### config.mk
export PLATFORM = sky130hd
export DESIGN_NAME = uart_i2c_bridge
export DESIGN_NICKNAME = d
export VERILOG_FILES = /design/src/rtl/uart_i2c_bridge.sv
export SDC_FILE = /design/constraint.sdc
export NUM_CORES = 1
export LEC_CHECK = 0
export BUFFER_PORTS_ARGS = -buffer_cell sky130_fd_sc_hd__buf_2
export CAP_MARGIN = 30
export CORE_ASPECT_RATIO = 0.5
export CORE_UTILIZATION = 30
export CTS_CLUSTER_DIAMETER = 30
export CTS_CLUSTER_SIZE = 8
export DETAILED_ROUTE_END_ITERATION = 16
export SYNTH_ARGS = -nofsm -noshare
export SYNTH_HDL_FRONTEND = slang
export SYNTH_SLANG_ARGS = --single-unit
### constraint.sdc
create_clock -name clk -period 8.4 [get_ports clk]
set_input_delay 0.42 -clock clk [delete_from_list [all_inputs] [get_ports clk]]
set_output_delay 0.42 -clock clk [all_outputs]
set_load 0.01 [all_outputs]
### src/rtl/uart_i2c_bridge.sv
// uart_i2c_bridge: framed UART requests become I2C master burst writes or
// register reads; read data and a status byte go back on the UART TX stream.
module uart_i2c_bridge #(
    parameter int MAX_LEN        = 16,
    parameter int REG_BYTES      = 1,
    parameter int TIMEOUT_CYCLES = 100000,
    parameter bit STATUS_EN      = 1'b1
) (
    input  logic       clk,
    input  logic       rstn,
    input  logic [7:0] m_tdata,
    input  logic       m_tvalid,
    output logic       m_tready,
    output logic [7:0] s_tdata,
    output logic       s_tvalid,
    input  logic       s_tready,
    output logic [6:0] s_cmd_addr,
    output logic       s_cmd_start,
    output logic       s_cmd_read,
    output logic       s_cmd_write,
    output logic       s_cmd_write_multiple,
    output logic       s_cmd_stop,
    output logic       s_cmd_valid,
    input  logic       s_cmd_ready,
    output logic [7:0] s_cmd_tdata,
    output logic       s_cmd_tvalid,
    output logic       s_cmd_tlast,
    input  logic       s_cmd_tready,
    input  logic [7:0] m_cmd_tdata,
    input  logic       m_cmd_tvalid,
    input  logic       m_cmd_tlast,
    output logic       m_cmd_tready,
    input  logic       missed_ack,
    output logic       busy
);
    localparam int AW = $clog2(MAX_LEN);
    localparam int TW = $clog2(TIMEOUT_CYCLES + 1);

    typedef enum logic [3:0] {
        IDLE, HDR, LEN, FILL, WCMD, WBURST, RCMD_REG,
        RREG, RCMD, RDATA, ABORT_STOP, DRAIN, STATUS
    } state_t;

    state_t        state, next;
    logic [6:0]    dev_addr;
    logic          rnw;
    logic [7:0]    reg_b [REG_BYTES];
    logic [7:0]    mem [MAX_LEN];
    logic [7:0]    len;
    logic [AW-1:0] wr_ptr;
    logic [AW-1:0] buf_idx;
    logic [8:0]    idx;
    logic [TW-1:0] to_cnt;
    logic          nack, timeout, len_err;
    logic [7:0]    rd_data;
    logic          rd_valid;
    logic [7:0]    reg_byte;
    logic [7:0]    status;
    logic          rx_fire, cmd_fire, wd_fire, rd_fire, fwd;
    logic          to_hit, wd_last, reg_last, byte_last, len_bad;
    logic          unused;

    assign unused    = &{1'b0, m_cmd_tlast};
    assign rx_fire   = m_tvalid && m_tready;
    assign cmd_fire  = s_cmd_valid && s_cmd_ready;
    assign wd_fire   = s_cmd_tvalid && s_cmd_tready;
    assign rd_fire   = m_cmd_tvalid && m_cmd_tready;
    assign fwd       = rd_valid && s_tready;
    assign to_hit    = to_cnt == TW'(TIMEOUT_CYCLES - 1);
    assign reg_last  = idx == 9'(REG_BYTES - 1);
    assign byte_last = idx == {1'b0, len};
    assign wd_last   = idx == 9'(len) + 9'(REG_BYTES);
    assign len_bad   = m_tdata > 8'(MAX_LEN - 1);
    assign buf_idx   = AW'(idx - 9'(REG_BYTES));
    assign status    = {4'hA, 1'b0, len_err, timeout, nack};
    assign busy      = state != IDLE;

    always_comb begin
        reg_byte = 8'h00;
        for (int i = 0; i < REG_BYTES; i++)
            if (idx == 9'(i)) reg_byte = reg_b[i];
    end

    always_ff @(posedge clk) begin
        if (!rstn) state <= IDLE;
        else       state <= next;
    end

    always_comb begin
        next = state;
        unique case (state)
            IDLE:   if (rx_fire) next = HDR;
            HDR:    if (to_hit) next = STATUS;
                    else if (rx_fire && reg_last) next = LEN;
            LEN:    if (to_hit) next = STATUS;
                    else if (rx_fire) begin
                        if (len_bad)  next = DRAIN;
                        else if (rnw) next = RCMD_REG;
                        else          next = FILL;
                    end
            FILL:   if (to_hit) next = STATUS;
                    else if (rx_fire && byte_last) next = WCMD;
            WCMD:   if (cmd_fire) next = WBURST;
            WBURST: if (wd_fire && wd_last) next = STATUS;
            RCMD_REG: if (missed_ack) next = ABORT_STOP;
                      else if (cmd_fire) next = RREG;
            RREG:   if (missed_ack) next = ABORT_STOP;
                    else if (wd_fire && reg_last) next = RCMD;
            RCMD:   if (missed_ack) next = ABORT_STOP;
                    else if (cmd_fire) next = RDATA;
            RDATA:  if (missed_ack) next = ABORT_STOP;
                    else if (fwd) next = byte_last ? STATUS : RCMD;
            ABORT_STOP: if (cmd_fire) next = STATUS;
            DRAIN:  if (to_hit) next = STATUS;
            STATUS: if (!STATUS_EN || (s_tready && !rd_valid)) next = IDLE;
            default: next = IDLE;
        endcase
    end

    always_comb begin
        m_tready             = 1'b0;
        m_cmd_tready         = 1'b1;
        s_cmd_valid          = 1'b0;
        s_cmd_addr           = 7'h00;
        s_cmd_start          = 1'b0;
        s_cmd_read           = 1'b0;
        s_cmd_write          = 1'b0;
        s_cmd_write_multiple = 1'b0;
        s_cmd_stop           = 1'b0;
        s_cmd_tvalid         = 1'b0;
        s_cmd_tdata          = 8'h00;
        s_cmd_tlast          = 1'b0;
        s_tvalid             = rd_valid;
        s_tdata              = rd_valid ? rd_data : 8'h00;
        unique case (state)
            IDLE, HDR, LEN, FILL, DRAIN: m_tready = rstn;
            WCMD: begin
                s_cmd_valid          = 1'b1;
                s_cmd_addr           = dev_addr;
                s_cmd_write_multiple = 1'b1;
                s_cmd_start          = 1'b1;
                s_cmd_stop           = 1'b1;
            end
            WBURST: begin
                s_cmd_tvalid = 1'b1;
                s_cmd_tdata  = (idx < 9'(REG_BYTES)) ? reg_byte : mem[buf_idx];
                s_cmd_tlast  = wd_last;
            end
            RCMD_REG: begin
                s_cmd_valid          = 1'b1;
                s_cmd_addr           = dev_addr;
                s_cmd_write_multiple = 1'b1;
                s_cmd_start          = 1'b1;
            end
            RREG: begin
                s_cmd_tvalid = 1'b1;
                s_cmd_tdata  = reg_byte;
                s_cmd_tlast  = reg_last;
            end
            RCMD: begin
                s_cmd_valid = 1'b1;
                s_cmd_addr  = dev_addr;
                s_cmd_read  = 1'b1;
                s_cmd_start = idx == 9'd0;
                s_cmd_stop  = byte_last;
            end
            RDATA: m_cmd_tready = ~rd_valid;
            ABORT_STOP: begin
                s_cmd_valid = 1'b1;
                s_cmd_addr  = dev_addr;
                s_cmd_stop  = 1'b1;
            end
            STATUS: if (STATUS_EN && !rd_valid) begin
                s_tvalid = 1'b1;
                s_tdata  = status;
            end
            default: ;
        endcase
    end

    // Payload memory and register bytes carry no reset; they are always
    // rewritten by a frame before being read.
    always_ff @(posedge clk) begin
        if (state == FILL && rx_fire && !to_hit) mem[wr_ptr] <= m_tdata;
        for (int i = 0; i < REG_BYTES; i++)
            if (state == HDR && rx_fire && !to_hit && idx == 9'(i))
                reg_b[i] <= m_tdata;
    end

    always_ff @(posedge clk) begin
        if (!rstn) begin
            dev_addr <= 7'h00;
            rnw      <= 1'b0;
            len      <= 8'h00;
            wr_ptr   <= '0;
            idx      <= 9'd0;
            to_cnt   <= '0;
            nack     <= 1'b0;
            timeout  <= 1'b0;
            len_err  <= 1'b0;
            rd_data  <= 8'h00;
            rd_valid <= 1'b0;
        end else begin
            if (fwd) rd_valid <= 1'b0;
            if (rx_fire || !(state inside {HDR, LEN, FILL, DRAIN}))
                to_cnt <= '0;
            else
                to_cnt <= to_cnt + 1'b1;
            unique case (state)
                IDLE: if (rx_fire) begin
                    dev_addr <= m_tdata[7:1];
                    rnw      <= m_tdata[0];
                    nack     <= 1'b0;
                    timeout  <= 1'b0;
                    len_err  <= 1'b0;
                    idx      <= 9'd0;
                    wr_ptr   <= '0;
                end
                HDR: if (to_hit) timeout <= 1'b1;
                     else if (rx_fire) idx <= reg_last ? 9'd0 : idx + 9'd1;
                LEN: if (to_hit) timeout <= 1'b1;
                     else if (rx_fire) begin
                         len <= m_tdata;
                         idx <= 9'd0;
                         if (len_bad) len_err <= 1'b1;
                     end
                FILL: if (to_hit) timeout <= 1'b1;
                      else if (rx_fire) begin
                          wr_ptr <= wr_ptr + 1'b1;
                          idx    <= byte_last ? 9'd0 : idx + 9'd1;
                      end
                WCMD: begin
                    if (missed_ack) nack <= 1'b1;
                    if (cmd_fire) idx <= 9'd0;
                end
                WBURST: begin
                    if (missed_ack) nack <= 1'b1;
                    if (wd_fire) idx <= idx + 9'd1;
                end
                RCMD_REG: begin
                    if (missed_ack) nack <= 1'b1;
                    if (cmd_fire) idx <= 9'd0;
                end
                RREG: begin
                    if (missed_ack) nack <= 1'b1;
                    if (wd_fire) idx <= reg_last ? 9'd0 : idx + 9'd1;
                end
                RCMD: if (missed_ack) nack <= 1'b1;
                RDATA: begin
                    if (missed_ack) nack <= 1'b1;
                    if (rd_fire) begin
                        rd_data  <= m_cmd_tdata;
                        rd_valid <= 1'b1;
                    end
                    if (fwd) idx <= idx + 9'd1;
                end
                default: ;
            endcase
        end
    end
endmodule

==> impl_metrics.yaml, run 1 <==
drt:
  first_pass_iters: 5
  wl_met3_um: 714
  drc: 0
  wire_per_inst_um: 17.25
  ant_nets: 0
  via_per_inst: 4.954
  routed.top_layer: "met5"
  wl_met2_mm: 10.09
  wl_met1_mm: 8.804
  drtIter0Drc: 366
  routed_wl_mm: 20.08
  vias: 5766
cells_and_area:
  drive_above_1_share_pct: 19.79
  nets: 794
  utilization_pct: 35.34
  area.growth.synth_to_final_pct: 15.49
  diodes: 0
synthesis:
  yosys.area.top_type_share_pct: 45.91
  synth_area_leaders: "edfxtp_1 (46%), dfxtp_1 (14%), mux4_2 (8.1%), nand2_1 (3.7%), nor2_1 (3.3%)"
  postSynthCellCount: 710
  syn-cell-area_um2: 8896
  async_flop_share_pct: 0
  netlist-cell-type-count: 64
  yosysSeqAreaShare_pct: 59.86
  synth_edf_count: 136
  yosysWarnings: 0
  synth.avg_cell_area_um2: 12.53
  yosys.area.top_type: "edfxtp_1"
  ys_ff_latch: 198
  yosys_most_used_dff: "edfxtp_1"
  synth_fp_nets: 744
timing:
  hold_viol: 0
  slew_violations: 0
  setup_violations: 0
  fmax_mhz: 246.1
  min_period_ns: 4.063
  relSlewSlack_pct: 36.81
  rsz0062_at_grt: "false"
  fin_setup_tns_ns: 0
  skew_ns: 0.01611
  worst_slew_pin_slew_ns: 0.9443
  final.period_utilization_pct: 48.37
grt:
  grt_max_degree: 38
  grt-ovfl-total: 0
  antenna_found_initial: 1
  grt_pass1_vias: 5670
  grt_pass1_wl_mm: 31.24
  grt_usage_pct: 13.59
clocking:
  cts-root-buf: "clkbuf_16"
  cts_made_buffers: 17
  ctsHoldBuffers: 0
  cts_buffer_depth: 2
  clk_latency_ns: 0.44
  post_cts_resized: 0
  clock_sinks: 198
  cts_tree: "done"
  htreeDepth: 4
  clkTransAtPathRegs_ns: 0.08
  post_cts_buffers: 0
worst_setup_path:
  crit_required_ns: 7.98
  cp-startpoint: "idx[0]"
  critPathKind: "reg2out"
  timing.rr.start: "state[0]"
  crit_fanout: 37
  r2r_cells: 6
  r2r_setup_slack_ns: 4.82
  start_kind: "flip-flop"
  cp_data_arrival_time_ns: 3.64
  timing.rr.end: "mem[11][7]"
  crit_path_end_kind: "output pin"
pwr:
  leakagePower_uw: 0.003553
  p_per_area_nw_per_um2: 211.1
  irDropWorstVdd_uv: 137.5
status:
  outcome: "completed"
floorplan:
  die_y_um: 123.8
  initial_core_util_pct: 30.60
  die_area_um2: 30390
  fp-row-count: 44
  ioPinCount: 60
  die_w_um: 245.5
  core_area_um2: 29070
placement:
  io_buffer_count: 57
  place_congestion: 0.7959
  hpwlAfterDp_mm: 13.14
min_path:
  hold_class: "in2reg"
  holdPathStages: 3
  hp-start: "m_cmd_tdata[7]"
  holdPathEnd: "rd_data[7]"
flow_run:
  maxCapViolCount: 0
## how the worst max path moves through the flow
stage,to,slack [ns],depth (start not counted)
final,s_cmd_tdata[3],4.34,8
after global routing,s_cmd_tdata[3],4.09,8
after CTS,s_cmd_tdata[6],4.25,8
after detailed placement,s_cmd_tdata[6],4.73,8
after global placement,s_cmd_tdata[7],4.71,8
after floorplan,s_cmd_tdata[0],5.45,10
## synth_stat cells (all sizes together), types with 11 or more instances
master,number
nor2,80
nand3,25
buf,17
edfxtp,136
a21oi,24
inv,15
clkbuf,22
dfxtp,62
and2,11
nand2,88
mux2i,20
nor3,14
xor2,28
mux4,32
o21ai,12
xnor2,12
## logic make-up after synthesis
group | Yosys count | synth area share [%]
fa+ha+maj | 9 | 1.266
other cells | 1 | 0.04215
simple gates | 275 | 15.11
mux | 52 | 10.35
xor+xnor | 40 | 3.938
compound gates | 81 | 6.850
buf+inv | 54 | 2.588
flops | 198 | 59.86
## routing by layer
metal,global-route usage (%),vias to the layer above
met3,2.521,29
li1,-,2718
met2,23.40,125
met5,0,-
met4,5.590,2
met1,16.99,2892
## state kept, by name (all words and copies together) (netlist names)
signal and flops:
mem 128, to_cnt 17, idx 9, len 8, rd_data 8, reg_b 8, dev_addr 7, state 4
wr_ptr 4, len_err 1, nack 1, rd_valid 1, rnw 1, timeout 1
## stage by stage
stage,hold slack [ns],instance area (um^2),setup slack (ns),std cells,total power (uW)
2_1_floorplan,0.4261,8896,5.452,710,1242
3_5_place_dp,0.4465,9624,4.727,1132,1318
4_1_cts,0.2058,10270,4.249,1164,2190
3_3_place_gp,0.4400,9602,4.710,1130,1315
6_report,0.2220,10270,4.337,1164,2168
5_1_grt,0.2354,10270,4.090,1164,2243
## area by class of cell
type | count | area, um^2
flip-flops and latches | 198 | 5326
well taps | 391 | 489.2
repair buffers | 70 | 390.4
clock buffers | 17 | 425.4
multi-input cells | 458 | 3362
inverters | 15 | 56.30
clock inverters | 15 | 224.0
fillers | 2837 | 18790
## critical path, stage by stage, from the launching register on
cell,delay (ns)
dfxtp_2,0.32
buf_4,0.57
inv_1,0.18
ha_2,0.95
mux4_2,0.42
nand2_1,0.11
nand3b_1,0.13
a32o_1,0.31
buf_2,0.15
## power breakdown
group | leakage, uW | total, uW | internal (uW) | switching, uW
Combinational | 0.00152 | 238 | 92.9 | 145
Clock | 0.000314 | 873 | 464 | 409
Sequential | 0.00172 | 1060 | 1050 | 9.82
Total | 0.00355 | 2170 | 1600 | 564
## cell usage in the layout (no fill, tap or decap), types with 11 or more instances in the layout
cell and count:
mux4_2 32, and2_1 11, edfxtp_1 136, xnor2_1 11, buf_4 12, nand2_1 87, a21oi_1 24, o21ai_0 12
nand3_1 25, inv_1 15, nor3_1 14, nor2_1 79, xor2_1 28, dfxtp_1 61, buf_2 57, clkbuf_16 17
mux2i_1 20
Power figures use the tool's default switching activity.
==> run 2: changes to the inputs <==
==> constraint.sdc (replaced) <==
create_clock -name clk -period 3.82 [get_ports clk]
set_input_delay 0.191 -clock clk [delete_from_list [all_inputs] [get_ports clk]]
set_output_delay 0.191 -clock clk [all_outputs]
set_load 0.01 [all_outputs]
==> impl_metrics.yaml, run 2 (synthesized netlist as in run 1, its figures left out) <==
pwr:
  p_comb_share_pct: 11.8
  seqPwrFrac_pct: 50.7
  swShare_pct: 26.07
  power_uw: 4571
  leakagePower_uw: 0.003589
  irDropWorstVdd_uv: 352.8
  p_per_area_nw_per_um2: 443.1
  p_sw_uw: 1192
  power_frac_clock_pct: 37.5
  internal-power_uw: 3379
cells_and_area:
  drive_above_1_share_pct: 20.13
  final_cell_mix: "edfxtp_1 (136), nand2_1 (87), nor2_1 (79)"
  final_common_cell: "edfxtp_1"
  fillers: 2845
  largest_reg_flops: 128
  nets: 811
  top_register: "mem"
  largestRegisters: "mem: 128 flops, to_cnt: 17 flops, idx: 9 flops"
  diodes: 0
  area.growth.synth_to_final_pct: 15.96
clocking:
  clkTransAtPathRegs_ns: 0.07
  ctsHoldBuffers: 7
  htreeDepth: 4
  post_cts_resized: 0
  cts_tree: "done"
  post_cts_buffers: 0
  cts_made_buffers: 17
  clk_latency_ns: 0.44
  cts_buffer_depth: 2
  clock_sinks: 198
  cts-root-buf: "clkbuf_16"
drt:
  first_pass_iters: 5
  drc: 0
  vias: 5829
  wire_per_inst_um: 17.22
  ant_nets: 0
  drtIter0Drc: 425
  via_per_inst: 4.936
  routed_wl_mm: 20.34
worst_setup_path:
  critical_path.cell_chain: "inv_1 -> ha_1 -> buf_4 -> mux4_2 -> nand2_1 -> nand3b_1 -> a32o_1 -> buf_2"
  crit_fanout: 32
  critPathKind: "reg2out"
  crit_required_ns: 3.63
  cp_data_arrival_time_ns: 2.87
  crit_path_end_kind: "output pin"
  timing.rr.start: "state[3]"
  critPathMaxStageDelay_ns: 0.47
  slowest_stage: "dfxtp_1"
  r2r_setup_slack_ns: 0.99
  crit_end: "s_cmd_tdata[7]"
  path_buf_inv: 3
  critPathTopFamily: "buffers and inverters"
  cp-startpoint: "idx[1]"
  cp.depth: 8
  start_kind: "flip-flop"
  r2r_cells: 6
  timing.rr.end: "mem[7][6]"
grt:
  grt_pass1_vias: 5824
  grt-ovfl-total: 0
  grt_pass1_wl_mm: 31.86
  grt_usage_pct: 13.84
  antenna_found_initial: 1
  grt_max_degree: 36
timing:
  hold_viol: 0
  worst_slew_pin_slew_ns: 0.7942
  skew_ns: 0.01518
  setup_violations: 0
  relSlewSlack_pct: 46.86
  fin_setup_tns_ns: 0
  slew_violations: 0
  final.period_utilization_pct: 80.13
  fmax_mhz: 326.7
  rsz0062_at_grt: "false"
  min_period_ns: 3.061
placement:
  place_congestion: 0.8250
  hpwlAfterDp_mm: 13.29
  io_buffer_count: 57
floorplan:
  die_y_um: 123.8
  initial_core_util_pct: 30.60
  die_area_um2: 30390
  ioPinCount: 60
  fp-row-count: 44
  core_area_um2: 29070
  die_w_um: 245.5
flow_run:
  maxCapViolCount: 0
status:
  outcome: "completed"
min_path:
  hold_class: "in2reg"
==> run 2: metal layers <==
| layer | GRT usage, % | wire (um) |
|---|---|---|
| met3 | 2.478 | 884 |
| met5 | 0 | 13 |
| met2 | 24.60 | 10220 |
| met4 | 4.775 | 355 |
| met1 | 17.06 | 8867 |
==> run 2: final cells by class <==
class	instances	area, um^2	area share [%]
Clock buffer	18	429.2	4.160
Clock inverter	14	127.6	1.237
Inverter	15	56.30	0.5458
Multi-Input combinational cell	458	3352	32.49
Sequential cell	198	5326	51.63
Tap cell	391	489.2	4.742
Timing Repair Buffer	87	535.5	5.191
==> run 2: how the worst min path moves through the flow <==
| stage | start | endpoint | slack [ns] | cells after the start |
|---|---|---|---|---|
| 2_1_floorplan | m_tdata[0] | mem[0][0] | 0.29 | 0 |
| 3_3_place_gp | m_cmd_tdata[7] | rd_data[7] | 0.42 | 3 |
| 3_5_place_dp | m_cmd_tdata[7] | rd_data[7] | 0.43 | 3 |
| 4_1_cts | m_cmd_tdata[5] | rd_data[5] | 0.005 | 3 |
| 5_1_grt | m_cmd_tdata[5] | rd_data[5] | 0.02 | 3 |
| 6_report | m_cmd_tdata[5] | rd_data[5] | 0.02 | 3 |
==> run 2: metrics by stage <==
step	setup slack (ns)	cell area, um^2	hold WS, ns	cells	util, %
after floorplan	1.101	8896	0.2899	710	-
after global placement	1.074	9667	0.4203	1140	33.26
after detailed placement	1.005	9689	0.4339	1142	33.33
after CTS	0.7256	10320	0.005466	1181	35.49
after global routing	0.5944	10320	0.02198	1181	35.49
final	0.7590	10320	0.01820	1181	35.49
==> run 2: tightest hold or removal path: stages <==
cell and delay, ns:
buf_2 0.08, mux2i_1 0.05, nor2_1 0.08
==> run 2: power by group through the flow <==
stage                     Sequential (uW)  Combinational, uW  Clock (uW)
after global routing                 2320                594        1840
after detailed placement             2370                534           0
after floorplan                      2360                372           0
final                                2320                539        1710
after global placement               2370                527           0
after CTS                            2320                543        1760
==> run 3: changes to the inputs <==
--- a/config.mk
+++ b/config.mk
@@ -5,6 +5,7 @@
 export SDC_FILE = /design/constraint.sdc
 export NUM_CORES = 1
 export LEC_CHECK = 0
+export ABC_AREA = 1
 export BUFFER_PORTS_ARGS = -buffer_cell sky130_fd_sc_hd__buf_2
 export CAP_MARGIN = 30
 export CORE_ASPECT_RATIO = 0.5
==> constraint.sdc (replaced) <==
create_clock -name clk -period 2.6 [get_ports clk]
set_input_delay 0.13 -clock clk [delete_from_list [all_inputs] [get_ports clk]]
set_output_delay 0.13 -clock clk [all_outputs]
set_load 0.01 [all_outputs]
==> impl_metrics.yaml, run 3 <==
clocking:
  cts_buffer_depth: 2
  post_cts_buffers: 0
  clkTransAtPathRegs_ns: 0.07
  cts_made_buffers: 17
  clock_sinks: 198
  cts-root-buf: "clkbuf_16"
  cts_tree: "done"
  htreeDepth: 4
  clk_latency_ns: 0.45
worst_setup_path:
  r2r_cells: 9
  timing.rr.end: "mem[12][2]"
  start_kind: "flip-flop"
  crit_path_end_kind: "output pin"
  crit_required_ns: 2.47
  timing.rr.start: "to_cnt[0]"
  r2r_setup_slack_ns: 0.33
  cp_data_arrival_time_ns: 2.36
  critPathKind: "reg2out"
  crit_fanout: 16
timing:
  setup_violations: 0
  skew_ns: 0.01431
  slew_violations: 0
  hold_slack_ns: 0.09396
  fin_setup_tns_ns: 0
  min_period_ns: 2.486
  hold_viol: 0
  fmax_mhz: 402.3
  rsz0062_at_grt: "true"
  worst_slew_pin_slew_ns: 0.6245
  relSlewSlack_pct: 58.25
  final.period_utilization_pct: 95.60
synthesis:
  yosys_most_used_dff: "edfxtp_1"
  yosys.area.top_type: "edfxtp_1"
  yosys.cell_count.top_type: "nand2_1"
  ys_ff_latch: 198
  syn-cell-area_um2: 9356
  netlist-cell-type-count: 51
  synth_edf_count: 136
  yosys.area.top_type_share_pct: 43.65
  yosysSeqAreaShare_pct: 56.91
  yosysWarnings: 0
  async_flop_share_pct: 0
  synthTopCellsByCount: "nand2_1 (266), edfxtp_1 (136), a21oi_1 (99)"
  postSynthCellCount: 1048
  synth.avg_cell_area_um2: 8.928
  synth_fp_nets: 1082
  synth_area_leaders: "edfxtp_1 (44%), dfxtp_1 (13%), nand2_1 (11%), a21oi_1 (5.3%), nand3_1 (4.0%)"
cells_and_area:
  design_area_um2: 11070
  top_register: "mem"
  area.growth.synth_to_final_pct: 18.31
  diodes: 0
  final_common_cell: "nand2_1"
  drive_above_1_share_pct: 15.76
  nets: 1157
  largestRegisters: "mem: 128 flops, to_cnt: 17 flops, idx: 9 flops"
  final_cell_mix: "nand2_1 (266), edfxtp_1 (136), a21oi_1 (97)"
  largest_reg_flops: 128
floorplan:
  die_y_um: 126.9
  die_w_um: 251.8
  fp-row-count: 45
  core_area_um2: 30520
  die_area_um2: 31940
  initial_core_util_pct: 30.66
  ioPinCount: 60
drt:
  routed.top_layer: "met4"
  wl_met2_mm: 11.73
  wl_met3_mm: 1.026
  first_pass_iters: 5
  vias: 7446
  ant_nets: 0
  via_per_inst: 4.776
  wl_met1_mm: 10.78
  wire_per_inst_um: 15.35
  drtIter0Drc: 575
  routed_wl_mm: 23.93
  drc: 0
grt:
  grt_max_degree: 69
  grt_pass1_wl_mm: 37.97
  antenna_found_initial: 0
  grt_pass1_vias: 7215
  grt_usage_pct: 15.32
  grt-ovfl-total: 0
placement:
  hpwlAfterDp_mm: 15.82
  place_area_um2: 10270
  place_congestion: 0.8499
  io_buffer_count: 57
pwr:
  irDropWorstVdd_uv: 664.7
  seqPwrFrac_pct: 34.5
  p_sw_uw: 4097
  swShare_pct: 39.70
  p_comb_share_pct: 39.9
  power_frac_clock_pct: 25.6
  power_uw: 10320
  p_per_area_nw_per_um2: 932.3
  leakagePower_uw: 0.004313
  internal-power_uw: 6222
min_path:
  holdPathStages: 3
  hp-start: "rstn"
  hold_class: "in2reg"
  holdPathEnd: "len[0]"
status:
  outcome: "completed"
flow_run:
  maxCapViolCount: 0
## run 3: how the worst max path moves through the flow
stage,slack (ns),cells after the start,from,end
after CTS,0.02,11,idx[0],s_cmd_tdata[1]
final,0.11,12,idx[1],s_cmd_tdata[3]
after floorplan,0.16,13,idx[0],s_cmd_tdata[1]
after detailed placement,0.21,12,idx[1],s_cmd_tdata[2]
after global routing,-0.008,11,idx[1],s_cmd_tdata[7]
after global placement,0.28,12,idx[1],s_cmd_tdata[0]
## run 3: power groups by stage
stage | Combinational [uW] | Clock [uW] | Sequential, uW
after floorplan | 2500 | 0 | 3600
after global placement | 3690 | 0 | 3620
after detailed placement | 3730 | 0 | 3620
after CTS | 3910 | 2700 | 3560
after global routing | 4530 | 2820 | 3570
final | 4120 | 2640 | 3560
## run 3: layer usage
layer / GRT usage (%) / vias to the layer above
met5: 0 / -
met3: 3.345 / 28
met2: 27.09 / 141
li1: - / 3686
met4: 4.232 / 0
met1: 18.83 / 3591
## run 3: metrics by stage
stage | util [%] | cells | setup slack [ns]
2_1_floorplan | - | 1048 | 0.1635
3_3_place_gp | 33.66 | 1516 | 0.2783
3_5_place_dp | 33.66 | 1516 | 0.2084
4_1_cts | 36.04 | 1558 | 0.01693
5_1_grt | 36.27 | 1559 | -0.008294
6_report | 36.27 | 1559 | 0.1144
## run 3: cell families after synthesis
| logic type | after synthesis | share of synthesized area (%) |
|---|---|---|
| buf+inv | 139 | 5.897 |
| simple gates | 494 | 23.47 |
| flops | 198 | 56.91 |
| xor+xnor | 10 | 1.016 |
| compound gates | 197 | 11.46 |
| other cells | 1 | 0.04008 |
| fa+ha+maj | 9 | 1.204 |
## run 3: final cells by class
| cell class | instances | area, um^2 |
|---|---|---|
| Inverter | 102 | 401.6 |
| Fill cell | 3130 | 19450 |
| Clock inverter | 15 | 158.9 |
| Timing Repair Buffer | 93 | 678.2 |
| Multi-Input combinational cell | 711 | 3546 |
| Sequential cell | 198 | 5330 |
| Clock buffer | 17 | 425.4 |
| Tap cell | 423 | 529.3 |
## run 3: worst max-delay path, stage by stage, from the launching register on
cell and delay [ns]:
dfxtp_4 0.39, inv_2 0.07, ha_4 0.30, inv_6 0.10, buf_12 0.15, nand3_1 0.09
nand2_1 0.06, o21ai_1 0.08, a21oi_1 0.26, o21ai_1 0.10, nand2_1 0.06, o21ai_0 0.08
buf_2 0.17
## run 3: timing repair
item	4_1_cts	5_1_grt
pin swaps	1	6
cloned	1	1
resized for setup	10	25
hold endpoints to repair	9	0
hold buffers	9	0
endpoints found under the setup margin	8	8
